$ cat src/rtl/vga_timing_pipe_if.sv
// Framebuffer fetch port between the VGA timing pipe (master) and the framebuffer RAM (slave).
// The master presents (pix_x, pix_y, pix_req); the slave answers with pix_data FETCH_LAT clocks later.
interface vga_timing_pipe_if;
   logic [9:0]  pix_x;
   logic [9:0]  pix_y;
   logic        pix_req;
   logic [11:0] pix_data;

   modport master (
      output pix_x,
      output pix_y,
      output pix_req,
      input  pix_data
   );

   modport slave (
      input  pix_x,
      input  pix_y,
      input  pix_req,
      output pix_data
   );
endinterface

$ cat src/rtl/vga_timing_pipe.sv
// VGA raster timing generator with a fetch-latency-matched output stage.
// Counters issue framebuffer fetches; blank/sync flags ride a delay line so RGB and syncs leave aligned.
module vga_timing_pipe #(
   parameter int H_ACTIVE  = 640,
   parameter int H_FP      = 16,
   parameter int H_SYNC    = 96,
   parameter int H_BP      = 48,
   parameter int V_ACTIVE  = 480,
   parameter int V_FP      = 10,
   parameter int V_SYNC    = 2,
   parameter int V_BP      = 33,
   parameter int HS_POL    = 0,
   parameter int VS_POL    = 0,
   parameter int FETCH_LAT = 2
) (
   input  logic              VGA_CLK,
   input  logic              VGA_RST,
   input  logic              enable,
   vga_timing_pipe_if.master fetch,
   output logic              frame_start,
   output logic [3:0]        VGA_R_LED,
   output logic [3:0]        VGA_G_LED,
   output logic [3:0]        VGA_B_LED,
   output logic              VGA_HSYNC,
   output logic              VGA_VSYNC
);
   localparam int H_TOTAL = H_ACTIVE + H_FP + H_SYNC + H_BP;
   localparam int V_TOTAL = V_ACTIVE + V_FP + V_SYNC + V_BP;

   localparam logic [9:0] H_LAST   = 10'(H_TOTAL - 1);
   localparam logic [9:0] V_LAST   = 10'(V_TOTAL - 1);
   localparam logic [9:0] H_ACT    = 10'(H_ACTIVE);
   localparam logic [9:0] V_ACT    = 10'(V_ACTIVE);
   localparam logic [9:0] HS_FIRST = 10'(H_ACTIVE + H_FP);
   localparam logic [9:0] HS_STOP  = 10'(H_ACTIVE + H_FP + H_SYNC);
   localparam logic [9:0] VS_FIRST = 10'(V_ACTIVE + V_FP);
   localparam logic [9:0] VS_STOP  = 10'(V_ACTIVE + V_FP + V_SYNC);
   localparam logic       HS_ON    = 1'(HS_POL);
   localparam logic       VS_ON    = 1'(VS_POL);

   logic [9:0] h_cnt_q, h_cnt_d;
   logic [9:0] v_cnt_q, v_cnt_d;
   logic       run;

   // Reset gates the combinational strobes so nothing is requested while held in reset.
   assign run = enable & VGA_RST;

   always_comb begin
      h_cnt_d = '0;
      v_cnt_d = '0;
      if (enable) begin
         if (h_cnt_q == H_LAST) begin
            h_cnt_d = '0;
            v_cnt_d = (v_cnt_q == V_LAST) ? '0 : v_cnt_q + 10'd1;
         end else begin
            h_cnt_d = h_cnt_q + 10'd1;
            v_cnt_d = v_cnt_q;
         end
      end
   end

   always_ff @(posedge VGA_CLK or negedge VGA_RST) begin
      if (!VGA_RST) begin
         h_cnt_q <= '0;
         v_cnt_q <= '0;
      end else begin
         h_cnt_q <= h_cnt_d;
         v_cnt_q <= v_cnt_d;
      end
   end

   logic act_raw;
   logic hs_raw;
   logic vs_raw;

   always_comb begin
      act_raw = run && (h_cnt_q < H_ACT) && (v_cnt_q < V_ACT);
      hs_raw  = run && (h_cnt_q >= HS_FIRST) && (h_cnt_q < HS_STOP);
      vs_raw  = run && (v_cnt_q >= VS_FIRST) && (v_cnt_q < VS_STOP);
   end

   assign fetch.pix_x   = h_cnt_q;
   assign fetch.pix_y   = v_cnt_q;
   assign fetch.pix_req = act_raw;
   assign frame_start   = run && (h_cnt_q == 10'd0) && (v_cnt_q == 10'd0);

   // Delay line: one stage per clock of fetch latency, so flags meet pix_data at the output register.
   logic [FETCH_LAT-1:0] act_dly_q, act_dly_d;
   logic [FETCH_LAT-1:0] hs_dly_q,  hs_dly_d;
   logic [FETCH_LAT-1:0] vs_dly_q,  vs_dly_d;

   generate
      for (genvar gi = 0; gi < FETCH_LAT; gi++) begin : g_dly
         if (gi == 0) begin : g_head
            assign act_dly_d[gi] = act_raw;
            assign hs_dly_d[gi]  = hs_raw;
            assign vs_dly_d[gi]  = vs_raw;
         end else begin : g_tail
            assign act_dly_d[gi] = act_dly_q[gi-1];
            assign hs_dly_d[gi]  = hs_dly_q[gi-1];
            assign vs_dly_d[gi]  = vs_dly_q[gi-1];
         end
      end
   endgenerate

   always_ff @(posedge VGA_CLK or negedge VGA_RST) begin
      if (!VGA_RST) begin
         act_dly_q <= '0;
         hs_dly_q  <= '0;
         vs_dly_q  <= '0;
      end else begin
         act_dly_q <= act_dly_d;
         hs_dly_q  <= hs_dly_d;
         vs_dly_q  <= vs_dly_d;
      end
   end

   logic act_late;
   logic hs_late;
   logic vs_late;

   assign act_late = act_dly_q[FETCH_LAT-1];
   assign hs_late  = hs_dly_q[FETCH_LAT-1];
   assign vs_late  = vs_dly_q[FETCH_LAT-1];

   logic [11:0] rgb_q, rgb_d;
   logic        hsync_q, hsync_d;
   logic        vsync_q, vsync_d;

   // Blanked pixels never look at pix_data, so undefined RAM output cannot reach the pins.
   always_comb begin
      rgb_d   = act_late ? fetch.pix_data : 12'h000;
      hsync_d = hs_late ? HS_ON : ~HS_ON;
      vsync_d = vs_late ? VS_ON : ~VS_ON;
   end

   always_ff @(posedge VGA_CLK or negedge VGA_RST) begin
      if (!VGA_RST) begin
         rgb_q   <= 12'h000;
         hsync_q <= ~HS_ON;
         vsync_q <= ~VS_ON;
      end else begin
         rgb_q   <= rgb_d;
         hsync_q <= hsync_d;
         vsync_q <= vsync_d;
      end
   end

   assign VGA_R_LED = rgb_q[11:8];
   assign VGA_G_LED = rgb_q[7:4];
   assign VGA_B_LED = rgb_q[3:0];
   assign VGA_HSYNC = hsync_q;
   assign VGA_VSYNC = vsync_q;
endmodule
$ cat src/flat_wrapper.sv
// flat-port wrapper written by rule: the top's interface ports become plain ports
module vga_timing_pipe_flat 
#(
   parameter int H_ACTIVE  = 640,
   parameter int H_FP      = 16,
   parameter int H_SYNC    = 96,
   parameter int H_BP      = 48,
   parameter int V_ACTIVE  = 480,
   parameter int V_FP      = 10,
   parameter int V_SYNC    = 2,
   parameter int V_BP      = 33,
   parameter int HS_POL    = 0,
   parameter int VS_POL    = 0,
   parameter int FETCH_LAT = 2
)
  (VGA_CLK, VGA_RST, enable, frame_start, VGA_R_LED, VGA_G_LED, VGA_B_LED, VGA_HSYNC, VGA_VSYNC, fetch_pix_x, fetch_pix_y, fetch_pix_req, fetch_pix_data);
  vga_timing_pipe_if fetch_i ();
  input  logic VGA_CLK;
  input  logic VGA_RST;
  input  logic enable;
  output logic frame_start;
  output logic [3:0] VGA_R_LED;
  output logic [3:0] VGA_G_LED;
  output logic [3:0] VGA_B_LED;
  output logic VGA_HSYNC;
  output logic VGA_VSYNC;
  output wire logic [$bits(fetch_i.pix_x)-1:0] fetch_pix_x;
  output wire logic [$bits(fetch_i.pix_y)-1:0] fetch_pix_y;
  output wire logic [$bits(fetch_i.pix_req)-1:0] fetch_pix_req;
  input wire logic [$bits(fetch_i.pix_data)-1:0] fetch_pix_data;
  assign fetch_pix_x = fetch_i.pix_x;
  assign fetch_pix_y = fetch_i.pix_y;
  assign fetch_pix_req = fetch_i.pix_req;
  assign fetch_i.pix_data = fetch_pix_data;
  vga_timing_pipe #(.H_ACTIVE(H_ACTIVE), .H_FP(H_FP), .H_SYNC(H_SYNC), .H_BP(H_BP), .V_ACTIVE(V_ACTIVE), .V_FP(V_FP), .V_SYNC(V_SYNC), .V_BP(V_BP), .HS_POL(HS_POL), .VS_POL(VS_POL), .FETCH_LAT(FETCH_LAT)) u_core (.VGA_CLK(VGA_CLK), .VGA_RST(VGA_RST), .enable(enable), .fetch(fetch_i), .frame_start(frame_start), .VGA_R_LED(VGA_R_LED), .VGA_G_LED(VGA_G_LED), .VGA_B_LED(VGA_B_LED), .VGA_HSYNC(VGA_HSYNC), .VGA_VSYNC(VGA_VSYNC));
endmodule
$ cat config.mk
export PLATFORM = sky130hd
export DESIGN_NAME = vga_timing_pipe_flat
export DESIGN_NICKNAME = d
export VERILOG_FILES = /design/src/rtl/vga_timing_pipe_if.sv /design/src/rtl/vga_timing_pipe.sv /design/src/flat_wrapper.sv
export SDC_FILE = /design/constraint.sdc
export NUM_CORES = 1
export LEC_CHECK = 0
export BUFFER_PORTS_ARGS = -buffer_cell sky130_fd_sc_hd__buf_4
export CORE_UTILIZATION = 51
export DETAILED_ROUTE_END_ITERATION = 16
export PLACE_DENSITY = 0.77
export SLEW_MARGIN = 20
export SYNTH_ARGS = -nofsm -noshare
export SYNTH_HDL_FRONTEND = slang
export SYNTH_SLANG_ARGS = --single-unit
$ cat constraint.sdc
create_clock -name VGA_CLK -period 2 [get_ports VGA_CLK]
set_input_delay 0.4 -clock VGA_CLK [delete_from_list [all_inputs] [get_ports VGA_CLK]]
set_output_delay 0.4 -clock VGA_CLK [all_outputs]
set_load 0.05 [all_outputs]
==> out/qor.log, run 1 <==
qor: floorplanning.fp-row-count 21
qor: floorplanning.fp.dieW 62.2 um
qor: yosys.synth_top_family_by_area simple AND/OR/NAND/NOR gates
qor: timing.worst_slew_pin_slew 483 ps
qor: placed_design.placedInstanceArea 2300 um^2
qor: pwr.p_leak 1.18 nW
qor: floorplanning.die_area 3870 um^2
qor: clock_network.cts.clk_slew.worst_paths 120 ps
qor: drt.wl_per_cell 15.3 um
qor: placed_design.placement.setup.worst_slack 165 ps
qor: floorplanning.core_region_area 3420 um^2
qor: grt.antenna_found_initial 0
qor: placed_design.hpwl 2810 um
qor: clock_network.cts.hold.buffers_added 0
qor: clock_network.clkLatencyLatePin 340 ps
qor: final_layout.antennaDiodeCount 0
qor: timing.layout_worst_path_cycle_share 1.03
qor: critical_path.reg2reg_setup_slack 100 ps
qor: yosys.yosys_register_bits 40
qor: final_layout.layout.filler_cells 257
qor: drt.dr.pass1.iters 4
qor: yosys.synth_compound_area_frac 0.100
qor: timing.rsz0062_at_grt yes
qor: yosys.synth_mux_area_frac 0.00541
qor: grt.grt_pass1_wl 7100 um
qor: yosys.net_count_after_synthesis 189
qor: clock_network.ctsLongestPathBuffers 2
qor: floorplanning.fp.dieH 62.2 um
qor: pwr.max-vdd-ir-drop 0.335 mV
qor: timing.timing.final.setup_violations 1
qor: run.drv_cap 0
qor: clock_network.tritoncts.num_buffers 5
qor: placed_design.number_of_port_buffers 50
qor: timing.period_needed 2060 ps
qor: timing.final-hold-violation-count 0
qor: critical_path.crit_path_start_kind flop
qor: floorplanning.ios 51
qor: drt.antenna_left 0
qor: critical_path.worst-endpoint-arrival 1660 ps
qor: grt.grt_overflow_total 0
qor: critical_path.worst-setup-path-type flop to output port
qor: critical_path.critical_path.endpoint_type output port
qor: floorplanning.starting_density_of_the_core 0.541
qor: drt.wirelength 4290 um
qor: critical_path.timing.critical_path.required 1600 ps
qor: yosys.yosys.area_share.simple 0.237
qor: clock_network.cts.sink_count 40
qor: drt.number_of_drc_violations_after_detailed_routing_iteration_0 53
qor: drt.via_per_inst 5.49
qor: timing.skew 8.68 ps
qor: placed_design.finalWeightedCongestion 0.894
qor: timing.fin_hold_ws 100 ps
qor: outcome.violated_checks setup timing
qor: final_layout.syn_to_final_growth 33.3%
qor: drt.detailroute.via_count 1,544
qor: final_layout.layout.area.seq 1010 um^2
qor: yosys.synth_cell_type_count 37
qor: timing.relSlewSlack 0.678
qor: timing.achievable_frequency 0.485 GHz
qor: yosys.yosys_warnings 0
qor: yosys.synth_enable_flop_cells 0
qor: grt.total_routing_resource_utilization_after_global_routing 0.237
qor: yosys.adder_cell_share_of_the_synthesized_area 0.0271
qor: critical_path.worstPathMaxFanout 2
qor: clock_network.htreeDepth 2
qor: yosys.syn_area 1850 um^2
qor: min_path.worst_hold_path_type input pin to async pin
qor: yosys.ys_dominant_reg_cell sky130_fd_sc_hd__dfrtp_1
qor: outcome.run_status finished with violations
qor: yosys.synthesis.area_per_instance 10.9 um^2
qor: grt.grt_pass1_vias 1,524
qor: clock_network.cts_root_buffer sky130_fd_sc_hd__clkbuf_4
qor: timing.maxSlewViolCount 0
qor: final_layout.final_area 2460 um^2
qor: grt.pin_count_of_the_biggest_net_entering_global_routing 41
qor: timing.worst_slack -62.4 ps
qor: yosys.synth_cells 170
qor: pwr.p_per_area 629 nW/um^2
qor: yosys.synthXorXnorAreaFrac 0.0426
qor: clock_network.tritoncts done
qor: final_layout.num-nets-final 253
qor: final_layout.share_of_layout_cells_above_drive_strength_1 0.404
qor: yosys.synth_async_sr_flop_share 1.00
qor: drt.drc_errors 0
qor: yosys.seq_area_frac_synth 0.543
qor: final_layout.multi_input_area 810 um^2
what timing repair did:
action | CTS | global route
endpoints found under the hold margin | 0 | 0
resized for setup | 8 | 1
endpoints found under the setup margin | 1 | 1
buffers inserted | 5 | 1
pin swaps | 4 | 0
power breakdown:
group / internal (mW) / total (mW) / switching (mW) / leakage, nW
clock network: 0.262 / 0.523 / 0.261 / 0.0422
logic: 0.0728 / 0.193 / 0.120 / 0.608
registers: 0.824 / 0.834 / 0.0100 / 0.531
total: 1.16 / 1.55 / 0.390 / 1.18
worst max-delay path, cell delays in order, from the launching register on:
cell	delay, ps
sky130_fd_sc_hd__dfrtp_2	440
sky130_fd_sc_hd__inv_2	60
sky130_fd_sc_hd__ha_1	140
sky130_fd_sc_hd__nor4b_4	240
sky130_fd_sc_hd__nand2_2	120
sky130_fd_sc_hd__nor3_4	130
sky130_fd_sc_hd__buf_6	180
area by class of cell:
type / instances / share of cell area
Inverter: 7 / 0.0107
Clock inverter: 2 / 0.0142
Tap cell: 46 / 0.0234
Timing Repair Buffer: 64 / 0.196
Clock buffer: 6 / 0.0168
Multi-Input combinational cell: 116 / 0.328
Sequential cell: 40 / 0.410
cell usage after synthesis (all sizes together), types with 2 or more instances:
cell     n  area share
clkbuf   2      0.0041
nand2   16       0.034
nor4     3       0.010
buf      5       0.027
nor3     5       0.014
inv      7       0.014
dfstp    2       0.028
nand3   12       0.032
xnor2    5       0.024
a311oi   3       0.014
and2    13       0.044
or3      2      0.0068
nand4    3       0.010
xor2     4       0.019
o31ai    3       0.012
dfrtp   38        0.51
a31oi    3       0.018
and3     5       0.020
nor2    15       0.030
o21ai    8       0.022
nor4b    3       0.030
ha       4       0.027
state kept, by name (all words and copies together) (netlist names):
register and cells:
u_core.fetch.pix_x 10, u_core.hs_dly_q 2, u_core.fetch.pix_y 10, u_core.VGA_VSYNC 1
u_core.VGA_HSYNC 1, u_core.act_dly_q 2, u_core.rgb_q 12, u_core.vs_dly_q 2
stage by stage:
stage	setup TNS, ps	power, mW	utilization	std cells
3_5_place_dp	0	1.03	0.674	267
3_3_place_gp	0	1.02	0.674	267
5_1_grt	-150	1.60	0.722	281
4_1_cts	-64.0	1.56	0.719	280
6_report	-62.4	1.55	0.722	281
2_1_floorplan	-87.8	0.949	-	170
layout by cell type, fill, tap and decap left out, drive strengths merged:
| cell type | n |
|---|---|
| xnor2 | 5 |
| a21o | 1 |
| a22oi | 1 |
| ha | 4 |
| bufinv | 1 |
| or3 | 2 |
| and2 | 13 |
| nor4 | 3 |
| a31oi | 3 |
| clkbuf | 6 |
| buf | 64 |
| o31ai | 3 |
| clkinv | 1 |
| dfrtp | 38 |
| nor3 | 5 |
| and4 | 1 |
| a21oi | 1 |
| a311oi | 3 |
| inv | 7 |
| nand3 | 12 |
| nor2 | 15 |
| o31a | 1 |
| nor4b | 3 |
| mux2i | 1 |
| a32o | 1 |
| nand4 | 3 |
| o41ai | 1 |
| o211ai | 1 |
| nand2 | 16 |
| xor2 | 4 |
| dfstp | 2 |
| and3 | 5 |
| o21ai | 8 |
cell families (layout without fill, tap and decap cells):
family,Yosys count,after routing
AND/OR/NAND/NOR,78,78
flip-flops,40,40
AO/OA/AOI/OAI,24,24
buffers and inverters,14,79
XOR/XNOR,9,9
adder cells (fa/ha/maj),4,4
multiplexers,1,1
path summary, 6_finish.rpt:
check,from,endpoint,depth (start not counted)
min in group VGA_CLK,fetch_pix_data[5],u_core.rgb_q[5]$_DFF_PN0_,2
max,u_core.fetch.pix_y[0]$_DFFE_PN0P_,frame_start,6
min,VGA_RST,u_core.fetch.pix_x[8]$_DFF_PN0_,2
max reg2reg,u_core.fetch.pix_x[0]$_DFF_PN0_,u_core.fetch.pix_y[6]$_DFFE_PN0P_,7
min reg2reg,u_core.hs_dly_q[1]$_DFF_PN0_,u_core.VGA_HSYNC$_DFF_PN1_,1
max in group asynchronous,VGA_RST,u_core.VGA_HSYNC$_DFF_PN1_,2
metal layers:
metal  GRT usage  vias up  part of all wire  wire length (um)
li1            -      724                 -                 -
met1       0.294      731              0.41              1760
met2       0.402       84              0.50              2140
met3      0.0533        5             0.082               354
met4      0.0930        0            0.0089                38
met5           0        -                 0                 0
No activity file was read; power rests on OpenSTA's default activity.
==> run 2, diff against run 1 <==
- GPL_TIMING_DRIVEN: unset -> 0
==> out/qor.log, run 2 (same netlist as run 1, synthesis figures left out) <==
qor: timing.period_needed 2070 ps [+5.52 ps]
qor: critical_path.reg2reg_setup_slack 160 ps [+60 ps]
qor: timing.skew 8.43 ps [-0.245 ps]
qor: timing.maxSlewViolCount 0 [unchanged]
qor: critical_path.timing.critical_path.required 1600 ps [about the same]
qor: clock_network.cts_root_buffer sky130_fd_sc_hd__clkbuf_4
qor: floorplanning.fp-row-count 21 [unchanged]
qor: drt.detail_route_met3_wl 370 um [+4.5%]
qor: run.drv_cap 0 [unchanged]
qor: final_layout.share_of_layout_cells_above_drive_strength_1 0.407 [+0.00252]
qor: final_layout.final_area 2540 um^2 [+2.9%]
qor: clock_network.htreeDepth 2 [unchanged]
qor: placed_design.hpwl 2710 um [-3.8%]
qor: floorplanning.ios 51 [unchanged]
qor: placed_design.number_of_port_buffers 50 [unchanged]
qor: final_layout.layout.cells.most_common sky130_fd_sc_hd__buf_4
qor: clock_network.clkLatencyLatePin 350 ps [about the same]
qor: drt.via_per_inst 5.46 [-0.61%]
qor: final_layout.num-nets-final 254 [+0.40%]
qor: pwr.max-vdd-ir-drop 0.361 mV [+7.9%]
qor: clock_network.cts.clk_slew.worst_paths 120 ps [about the same]
qor: critical_path.r2r_end u_core.fetch.pix_y[6]$_DFFE_PN0P_
qor: final_layout.register_with_the_most_flip_flops u_core.rgb_q
qor: grt.pin_count_of_the_biggest_net_entering_global_routing 39 [-4.9%]
qor: critical_path.worst-endpoint-arrival 1670 ps [about the same]
qor: clock_network.tritoncts.num_buffers 5 [unchanged]
qor: timing.timing.final.setup_violations 1 [unchanged]
qor: clock_network.ctsLongestPathBuffers 2 [unchanged]
qor: timing.rsz0062_at_grt yes
qor: drt.wl_per_cell 15.0 um [-2.0%]
qor: grt.antenna_found_initial 0 [unchanged]
qor: floorplanning.core_region_area 3420 um^2 [unchanged]
qor: final_layout.largest_register_ff_count 12 [unchanged]
qor: placed_design.finalWeightedCongestion 0.839 [-6.2%]
qor: timing.worst_slew_pin_slew 362 ps [-121 ps]
qor: drt.dr_wl_met2 2050 um [-4.1%]
qor: final_layout.syn_to_final_growth 37.2%
qor: final_layout.antennaDiodeCount 0 [unchanged]
qor: timing.achievable_frequency 0.484 GHz [-0.27%]
qor: drt.detailroute.via_count 1,540 [-0.26%]
qor: timing.final-hold-violation-count 0 [unchanged]
qor: grt.grt_pass1_wl 7000 um [-1.4%]
qor: drt.wirelength 4220 um [-1.7%]
qor: outcome.run_status finished with violations
qor: floorplanning.fp.dieW 62.2 um [unchanged]
qor: critical_path.crit_path_start_kind flop
qor: final_layout.layout_common_cells sky130_fd_sc_hd__buf_4 (54), sky130_fd_sc_hd__dfrtp_1 (31), sky130_fd_sc_hd__nand2_1 (15)
qor: timing.worst_slack -67.9 ps [-5.52 ps]
qor: final_layout.layout.core_utilization 0.743 [+0.0212]
qor: drt.antenna_left 0 [unchanged]
qor: critical_path.worstPathMaxFanout 2 [unchanged]
qor: drt.drc_errors 0 [unchanged]
qor: critical_path.worst_case_reg_to_reg_path_depth 6 [-1]
qor: pwr.p_leak 1.20 nW [+1.4%]
qor: drt.number_of_drc_violations_after_detailed_routing_iteration_0 85 [+60%]
qor: grt.grt_pass1_vias 1,434 [-5.9%]
qor: drt.routedLengthMet1 1720 um [-2.4%]
qor: floorplanning.die_area 3870 um^2 [unchanged]
qor: placed_design.placedInstanceArea 2300 um^2 [-0.11%]
qor: outcome.violated_checks setup timing
qor: drt.dr.pass1.iters 4 [unchanged]
qor: drt.top_layer_used met4
qor: floorplanning.starting_density_of_the_core 0.541 [unchanged]
qor: grt.grt_overflow_total 0 [unchanged]
qor: clock_network.tritoncts done
qor: critical_path.worst-setup-path-type flop to output port
qor: min_path.worst_hold_path_type input pin to async pin
qor: clock_network.cts.sink_count 40 [unchanged]
qor: floorplanning.fp.dieH 62.2 um [unchanged]
qor: critical_path.critical_path.endpoint_type output port
qor: timing.layout_worst_path_cycle_share 1.03 [+0.00276]
qor: timing.relSlewSlack 0.758 [+0.0803]
qor: pwr.p_per_area 619 nW/um^2 [-1.6%]
qor: critical_path.rr_startpoint u_core.fetch.pix_x[0]$_DFF_PN0_
qor: grt.total_routing_resource_utilization_after_global_routing 0.235 [-0.00179]
## run 2: changes by cell type in the layout (fill, tap and decap cells not counted), sizes merged
cell / delta
buf: -1
dlygate4sd3: +1
clkinvlp: +1
## run 2: layer usage
metal  up-vias  GRT usage
met3        10     0.0790
met1       726      0.295
met2        77      0.380
met5         -          0
li1        727          -
met4         0     0.0843
## run 2: stage by stage
step | hold WS [ps] | worst slack, ps | total power [mW] | TNS (ps) | std cells
after floorplan | 104 | -87.8 | 0.949 | -87.8 | 170
after global placement | 338 | -163 | 1.02 | -172 | 266
after detailed placement | 347 | -142 | 1.02 | -174 | 266
after CTS | 66.8 | -86.1 | 1.58 | -86.1 | 282
after global routing | 63.8 | -148 | 1.63 | -148 | 282
final | 61.4 | -67.9 | 1.57 | -67.9 | 282
## run 2: final cells by class
cell class,instances,area (um^2)
fillers,248,878
clock buffers,5,37.5
multi-input cells,116,830
flip-flops and latches,40,1010
repair buffers,59,478
plain buffers,6,53.8
well taps,46,57.6
inverters,7,26.3
clock inverters,3,42.5
## run 2: report_power, final
| part | leakage [nW] | switching, mW | total (mW) | internal, mW |
|---|---|---|---|---|
| clock network | 0.0412 | 0.271 | 0.532 | 0.261 |
| registers | 0.529 | 0.00894 | 0.833 | 0.825 |
| logic | 0.627 | 0.124 | 0.205 | 0.0809 |
| total | 1.20 | 0.404 | 1.57 | 1.17 |
## run 2: critical path, cell delays in order (launching register included)
cell and delay (ps):
sky130_fd_sc_hd__dfrtp_2 430, sky130_fd_sc_hd__inv_2 70, sky130_fd_sc_hd__ha_4 120, sky130_fd_sc_hd__nor4b_4 240
sky130_fd_sc_hd__nand2_1 140, sky130_fd_sc_hd__nor3_4 140, sky130_fd_sc_hd__buf_6 180
## run 2: worst max-delay path by stage
stage	depth (start not counted)	end	slack, ps	startpoint
2_1_floorplan	5	frame_start	-90	u_core.fetch.pix_y[1]$_DFFE_PN0P_
3_5_place_dp	5	frame_start	-140	VGA_RST
5_1_grt	6	frame_start	-150	u_core.fetch.pix_y[1]$_DFFE_PN0P_
4_1_cts	6	frame_start	-90	u_core.fetch.pix_y[1]$_DFFE_PN0P_
6_report	6	frame_start	-70	u_core.fetch.pix_y[1]$_DFFE_PN0P_
3_3_place_gp	5	frame_start	-160	VGA_RST
## run 2: repair_timing
action	CTS	global route
endpoints found under the setup margin	4	4
endpoints found under the hold margin	38	0
hold buffers	3	0
gates resized for setup	7	6
pin swaps	2	1
buffers inserted	6	0
==> run 3, diff against run 2 <==
- CORE_MARGIN: unset -> 8
==> out/qor.log, run 3 (same netlist as run 1, synthesis figures left out) <==
qor: final_layout.register_with_the_most_flip_flops u_core.rgb_q
qor: floorplanning.fp-row-count 22 [+4.8%]
qor: final_layout.syn_to_final_growth 35.6%
qor: drt.drc_errors 0 [unchanged]
qor: critical_path.worst-endpoint-arrival 1760 ps [+90 ps]
qor: pwr.total_power 1.56 mW [-0.45%]
qor: critical_path.timing.critical_path.required 1600 ps [about the same]
qor: timing.maxSlewViolCount 0 [unchanged]
qor: clock_network.tritoncts done
qor: clock_network.clkLatencyLatePin 360 ps [about the same]
qor: pwr.p_per_area 623 nW/um^2 [+0.75%]
qor: floorplanning.core_region_area 3580 um^2 [+4.8%]
qor: critical_path.crit_path_start_kind flop
qor: outcome.run_status finished with violations
qor: grt.antenna_found_initial 0 [unchanged]
qor: pwr.p_leak 1.18 nW [-1.5%]
qor: drt.antenna_left 0 [unchanged]
qor: critical_path.worst-setup-path-type flop to output port
qor: floorplanning.fp.dieH 76.2 um [+23%]
qor: pwr.max-vdd-ir-drop 0.457 mV [+27%]
qor: drt.number_of_drc_violations_after_detailed_routing_iteration_0 77 [-9.4%]
qor: grt.pin_count_of_the_biggest_net_entering_global_routing 39 [unchanged]
qor: timing.layout_worst_path_cycle_share 1.08 [+0.0461]
qor: timing.final-hold-violation-count 0 [unchanged]
qor: critical_path.path_cells inv_2 > ha_4 > nor4b_4 > nand2_2 > nor3_4 > buf_6
qor: grt.grt_overflow_total 0 [unchanged]
qor: clock_network.cts.clk_slew.worst_paths 130 ps [about the same]
qor: grt.total_routing_resource_utilization_after_global_routing 0.160 [-0.0755]
qor: timing.achievable_frequency 0.463 GHz [-4.3%]
qor: critical_path.crit_family simple AND/OR/NAND/NOR gates
qor: final_layout.layout_common_cells sky130_fd_sc_hd__buf_4 (55), sky130_fd_sc_hd__dfrtp_1 (31), sky130_fd_sc_hd__nand2_1 (14), sky130_fd_sc_hd__nor2_1 (14), sky130_fd_sc_hd__and2_1 (13)
qor: drt.dr.pass1.iters 5 [+1]
qor: final_layout.layout.filler_cells 266 [+7.3%]
qor: final_layout.largest_register_ff_count 12 [unchanged]
qor: clock_network.tritoncts.num_buffers 5 [unchanged]
qor: floorplanning.fp.dieW 76.2 um [+23%]
qor: timing.relSlewSlack 0.658 [-0.101]
qor: timing.rsz0062_at_grt yes
qor: final_layout.final_area 2510 um^2 [-1.2%]
qor: drt.wl_per_cell 16.3 um [+8.6%]
qor: clock_network.cts.sink_count 40 [unchanged]
qor: drt.wirelength 4620 um [+9.4%]
qor: final_layout.antennaDiodeCount 0 [unchanged]
qor: drt.via_per_inst 5.51 [+0.91%]
qor: critical_path.number_of_buffer_and_inverter_instances_along_the_worst_setup_path 2 [unchanged]
qor: placed_design.finalWeightedCongestion 0.860 [+2.5%]
qor: critical_path.worstPathMaxFanout 2 [unchanged]
qor: drt.detailroute.via_count 1,565 [+1.6%]
qor: timing.skew 16.5 ps [+8.02 ps]
qor: grt.grt_pass1_wl 7600 um [+8.6%]
qor: timing.period_needed 2160 ps [+92.3 ps]
qor: timing.timing.final.setup_violations 1 [unchanged]
qor: outcome.violated_checks setup timing
qor: grt.grt_pass1_vias 1,535 [+7.0%]
qor: timing.worst_slew_pin_slew 512 ps [+150 ps]
qor: floorplanning.ios 51 [unchanged]
qor: final_layout.share_of_layout_cells_above_drive_strength_1 0.407 [unchanged]
qor: timing.worst_slack -160 ps [-92.3 ps]
qor: floorplanning.starting_density_of_the_core 0.517 [-0.0246]
qor: critical_path.timing.critical_path.slowest_cell_delay 440 ps [about the same]
qor: run.drv_cap 0 [unchanged]
qor: floorplanning.die_area 5810 um^2 [+50%]
qor: min_path.worst_hold_path_type input pin to flop
qor: clock_network.cts_root_buffer sky130_fd_sc_hd__clkbuf_4
qor: clock_network.htreeDepth 2 [unchanged]
qor: critical_path.critical_path.endpoint_type output port
qor: final_layout.num-nets-final 254 [unchanged]
qor: clock_network.ctsLongestPathBuffers 2 [unchanged]
qor: placed_design.number_of_port_buffers 50 [unchanged]
qor: placed_design.hpwl 3050 um [+13%]
qor: critical_path.cpMaxStageDelayCell sky130_fd_sc_hd__dfrtp_2
qor: final_layout.layout.cells.most_common sky130_fd_sc_hd__buf_4
qor: placed_design.placedInstanceArea 2300 um^2 [+0.11%]
[run 3: layout make-up]
class	instances	area, um^2	area share
sequential	40	1010	0.404
multi-input combinational	116	810	0.323
timing repair buffer	59	465	0.186
tap	48	60.1	0.0240
buffer	6	53.8	0.0215
clock inverter	3	42.5	0.0170
clock buffer	5	37.5	0.0150
inverter	7	26.3	0.0105
[run 3: report_power, final]
part | internal [mW] | switching [mW]
clock network | 0.260 | 0.273
logic | 0.0714 | 0.126
registers | 0.824 | 0.00777
[run 3: worst paths after layout]
path,startpoint,endpoint,slack [ps],depth (start not counted)
max in group asynchronous,VGA_RST,u_core.fetch.pix_y[0]$_DFFE_PN0P_,1090,3
worst max-delay path,u_core.fetch.pix_y[1]$_DFFE_PN0P_,frame_start,-160,6
worst min register to register,u_core.hs_dly_q[1]$_DFF_PN0_,u_core.VGA_HSYNC$_DFF_PN1_,360,1
worst max register to register,u_core.fetch.pix_x[0]$_DFF_PN0_,u_core.fetch.pix_y[4]$_DFFE_PN0P_,70,6
min in group asynchronous,VGA_RST,u_core.VGA_VSYNC$_DFF_PN1_,670,2
worst min-delay path,fetch_pix_data[2],u_core.rgb_q[2]$_DFF_PN0_,270,2
[run 3: stage by stage]
step,instances,util,setup slack (ps),hold WS [ps],setup TNS [ps]
2_1_floorplan,170,-,-87.8,104,-87.8
3_3_place_gp,268,0.643,-165,337,-165
3_5_place_dp,268,0.643,-182,339,-182
4_1_cts,284,0.696,-126,252,-126
5_1_grt,284,0.701,-231,251,-231
6_report,284,0.701,-160,265,-160
[run 3: repair_timing]
action	CTS	global route
setup buffers	7	0
pin swaps	2	1
cloned	0	0
endpoints found under the hold margin	38	0
hold buffers	2	0
resized for setup	6	5
setup endpoints to repair	5	2
[run 3: routing by layer]
metal  part of all wire  track usage
met5                  0            0
met4              0.015       0.0577
met3              0.084       0.0637
met2               0.47        0.248
met1               0.43        0.196
